<file path="src/rtl/addac_div4.sv">
// Sequential restoring divider: one quotient bit per clock via shift-and-subtract.
// Optional macro ADDAC_DIV_ZERO_CHECK_EN short-circuits a zero divisor to a 1-cycle result.
module addac_div4 #(
  parameter int WIDTH = 4
) (
  input  logic             clk,
  input  logic             rst,
  input  logic             start,
  input  logic [WIDTH-1:0] dividend,
  input  logic [WIDTH-1:0] divisor,
  output logic             busy,
  output logic             done,
  output logic [WIDTH-1:0] quotient,
  output logic [WIDTH-1:0] remainder,
  output logic             div_by_zero,
  output logic [1:0]       dbg_state
);

  localparam int CW = $clog2(WIDTH);

  typedef enum logic [1:0] {
    S_IDLE = 2'd0,
    S_RUN  = 2'd1,
    S_DONE = 2'd2
  } state_e;

  // Handshake: start is accepted on any rising edge where the block is in IDLE
  // or DONE (busy=0); operands are captured on that same edge. done pulses for
  // one cycle when quotient/remainder/div_by_zero take their new values, and
  // those outputs hold until the next accepted start completes or reset.

  state_e           state_q;
  logic [WIDTH-1:0] r_q, q_q, d_q;
  logic [CW-1:0]    cnt_q;

  logic [WIDTH:0]   t;
  logic [WIDTH+1:0] sum;
  logic             ge;
  logic [WIDTH-1:0] r_d, q_d;

  // Subtract by adding the inverted divisor with carry-in 1; carry-out means T >= D.
  assign t   = {r_q, q_q[WIDTH-1]};
  assign sum = {1'b0, t} + {1'b0, ~{1'b0, d_q}} + (WIDTH+2)'(1);
  assign ge  = sum[WIDTH+1];
  assign r_d = ge ? sum[WIDTH-1:0] : t[WIDTH-1:0];
  assign q_d = {q_q[WIDTH-2:0], ge};

  assign dbg_state = state_q;

`ifdef ADDAC_DIV_ZERO_CHECK_EN
  logic dz_q;
  assign div_by_zero = dz_q;
`else
  assign div_by_zero = 1'b0;
`endif

  always_ff @(posedge clk) begin
    if (rst) begin
      state_q   <= S_IDLE;
      r_q       <= '0;
      q_q       <= '0;
      d_q       <= '0;
      cnt_q     <= '0;
      busy      <= 1'b0;
      done      <= 1'b0;
      quotient  <= '0;
      remainder <= '0;
`ifdef ADDAC_DIV_ZERO_CHECK_EN
      dz_q      <= 1'b0;
`endif
    end else begin
      done <= 1'b0;
      unique case (state_q)
        S_IDLE, S_DONE: begin
          if (start) begin
            r_q   <= '0;
            q_q   <= dividend;
            d_q   <= divisor;
            cnt_q <= CW'(WIDTH-1);
`ifdef ADDAC_DIV_ZERO_CHECK_EN
            if (divisor == '0) begin
              state_q   <= S_DONE;
              done      <= 1'b1;
              quotient  <= '1;
              remainder <= dividend;
              dz_q      <= 1'b1;
            end else
`endif
            begin
              state_q <= S_RUN;
              busy    <= 1'b1;
            end
          end else begin
            state_q <= S_IDLE;
          end
        end
        S_RUN: begin
          r_q   <= r_d;
          q_q   <= q_d;
          cnt_q <= cnt_q - 1'b1;
          if (cnt_q == '0) begin
            state_q   <= S_DONE;
            busy      <= 1'b0;
            done      <= 1'b1;
            quotient  <= q_d;
            remainder <= r_d;
`ifdef ADDAC_DIV_ZERO_CHECK_EN
            dz_q      <= 1'b0;
`endif
          end
        end
        default: state_q <= S_IDLE;
      endcase
    end
  end

endmodule

</file>
<file path="config.mk">
export PLATFORM = sky130hd
export DESIGN_NAME = addac_div4
export DESIGN_NICKNAME = d
export VERILOG_FILES = /design/src/rtl/addac_div4.sv
export SDC_FILE = /design/constraint.sdc
export NUM_CORES = 1
export LEC_CHECK = 0
export CAP_MARGIN = 40
export CELL_PAD_IN_SITES_DETAIL_PLACEMENT = 0
export CELL_PAD_IN_SITES_GLOBAL_PLACEMENT = 1
export CORE_MARGIN = 4
export CORE_UTILIZATION = 40
export CTS_CLUSTER_SIZE = 30
export DETAILED_ROUTE_END_ITERATION = 7
export GPL_TIMING_DRIVEN = 0
export PLACE_DENSITY_LB_ADDON = 0.1
export SETUP_SLACK_MARGIN = 0.15
export SLEW_MARGIN = 30
export SYNTH_ARGS = -nofsm -noshare
export SYNTH_HDL_FRONTEND = slang
export SYNTH_SLANG_ARGS = --single-unit
</file>
<file path="constraint.sdc">
create_clock -name clk -period 3.3 [get_ports clk]
set_clock_uncertainty 0.15 [all_clocks]
set_input_delay 0.66 -clock clk [delete_from_list [all_inputs] [get_ports clk]]
set_output_delay 0.66 -clock clk [all_outputs]
set_load 0.05 [all_outputs]
</file>
==> reports/metrics.cfg <==
[power_and_ir_drop]
p_leak_uw = 0.000577
power.density_nw_per_um2 = 484
ir_drop_v = 0.000213

[floorplan]
io_pins = 24
fp.dieW_um = 62.8
initial_utilization = 0.429
rows = 19
die-height_um = 62.8
die_area_um2 = 3950
core_um2 = 2810

[sta]
period_needed_ps = 2380
rsz0062_at_grt = no
setup_viol = 0
maxSlewHeadroom = 0.662
fin_ws_ps = 916
period_share = 0.722
drv_slew = 0
worst_pin_slew_ps = 503
fin_setup_tns_ps = 0
fmax_ghz = 0.419
hold_violations = 0

[grt]
overflow = 0
antenna_found_initial = 0
grt_max_degree = 15
track_usage = 0.149
grt_pass1_wl_mm = 4.75
grt_pass1_vias = 1054

[placement]
placedCellCount = 195
preCtsSetupSlack_ps = 1040
io_buffers = 22
detailed_place_hpwl_mm = 2.14
routabilityCongestion = 0.920

[clock_tree]
post_cts_resized = 0
cts_buffers = 3
clkTransAtPathRegs_ps = 140
cts_tree = built
hold_buffers = 0
worstSkewPairLatency_ps = 320
clkSinkCount = 26
clockBufferDepth = 2
post_cts_buffers = 0
cts-root-buf = clkbuf_4
cts_max_level = 1

[logic_synthesis]
ys_ff_latch = 26
synth_edf_count = 0
netlist.area_leader.share = 0.433
yosysMostFrequentCell = nand2_1
synthTopCellsByCount = nand2_1 (27), dfxtp_1 (26), nor2_1 (11)
netlist_instances = 142
yosys_warnings = 0
synthTopCellsByArea = dfxtp_1 (43%), nand2_1 (8.4%), ha_1 (5.2%)
syn-cell-area_um2 = 1200
yosys.area.top_type = dfxtp_1
ys.flop_type = dfxtp_1
syn_nets = 159
avgSynthCellArea_um2 = 8.47
async_flop_share = 0
ys_types = 37
ys_seq_area_frac = 0.433

[routing]
drt-total-wl_mm = 2.70
vias = 1037
dr.pass1.iters = 4
ant_nets = 0
viasPerCell = 5.21
wl_per_cell_um = 13.6
drt_iter0_markers = 34
drc = 0

[cells_and_area]
fin_cells = 199
synthToLayoutAreaGrowth_pct = 24.6
finalCoreUtilization = 0.534
fin_nets = 186
drive_gt1_frac = 0.101
final-seq-area_um2 = 520
multiInputGateArea_um2 = 608
diodes = 0
fill_cells = 294

[critical_path]
required_ps = 2490
start_kind = register
rr_startpoint = r_q[0]
cp_slowest_cell = clkdlybuf4s50_1
arrival_ps = 1570
cp-end-kind = output port
cp_num_buf_inv = 1
startpoint = dbg_state[0]
critPathKind = register to output port
path_delay_family = buffers and inverters
cp_slowest_stage_delay_ps = 830
path_max_fanout = 6
crit_chain = clkdlybuf4s50_1

[outcome]
status = finished clean

[run]
maxCapViolCount = 0

[worst_hold_path]
min_from = remainder[2]
hp-class = register to register

-- layout by cell type, fill, tap and decap left out, types with 3 or more instances in the layout --
cell	count
o31ai_1	4
nor3_1	5
nor2_1	11
nand3_1	3
dfxtp_1	26
nand2_1	27
a311oi_1	3
o21ai_0	3
ha_1	5
buf_2	5
nand2b_1	3
clkdlybuf4s50_1	22
clkbuf_4	3
inv_1	9
a21oi_1	10
-- routing by layer --
metal,track usage,wire length [um]
met3,0.0306,107
met2,0.254,1270
met5,0,0
met4,0.0523,38
met1,0.184,1290
-- cell families (layout without fill, tap and decap cells) --
kind of cell	count (synthesis)	after routing	share of synthesized area
flip-flops	26	26	0.433
AND/OR/NAND/NOR	59	59	0.233
other	1	1	0.00312
buffers and inverters	17	43	0.0614
adder cells (fa/ha/maj)	6	6	0.0687
XOR/XNOR	1	1	0.00729
AO/OA/AOI/OAI	32	32	0.194
-- registers in the layout, summed over array words and instances, names as in the netlist --
name       count
r_q            4
remainder      4
cnt_q          2
busy           1
done           1
dbg_state      2
quotient       4
d_q            4
q_q            4
-- power by group --
part / total (uW) / internal, uW / leakage [uW] / switching (uW)
logic: 209 / 83.7 / 0.000343 / 125
registers: 352 / 337 / 0.000213 / 15.3
clock network: 163 / 67.5 / 0.0000210 / 95.9
total: 724 / 488 / 0.000577 / 236
-- cell type report --
| cell class | instances | area share |
|---|---|---|
| Multi-Input combinational cell | 99 | 0.406 |
| Tap cell | 31 | 0.0259 |
| Timing Repair Buffer | 22 | 0.147 |
| Inverter | 9 | 0.0226 |
| Sequential cell | 26 | 0.348 |
| Buffer | 8 | 0.0267 |
| Clock buffer | 4 | 0.0242 |
-- metrics by stage --
step	power [uW]	hold WS (ps)	cell area, um^2
after floorplan	507	286	1200
after global placement	563	293	1460
after detailed placement	569	296	1460
after CTS	729	321	1500
after global routing	769	339	1500
final	724	320	1500
-- path summary, 6_finish.rpt --
check,cells after the start,to,slack [ps]
hold reg to reg,2,remainder[2],320
setup / recovery,1,dbg_state[0],920
hold / removal,2,remainder[2],320
setup reg to reg,5,remainder[2],1430
Note: power is estimated with default switching activity, not from simulation.
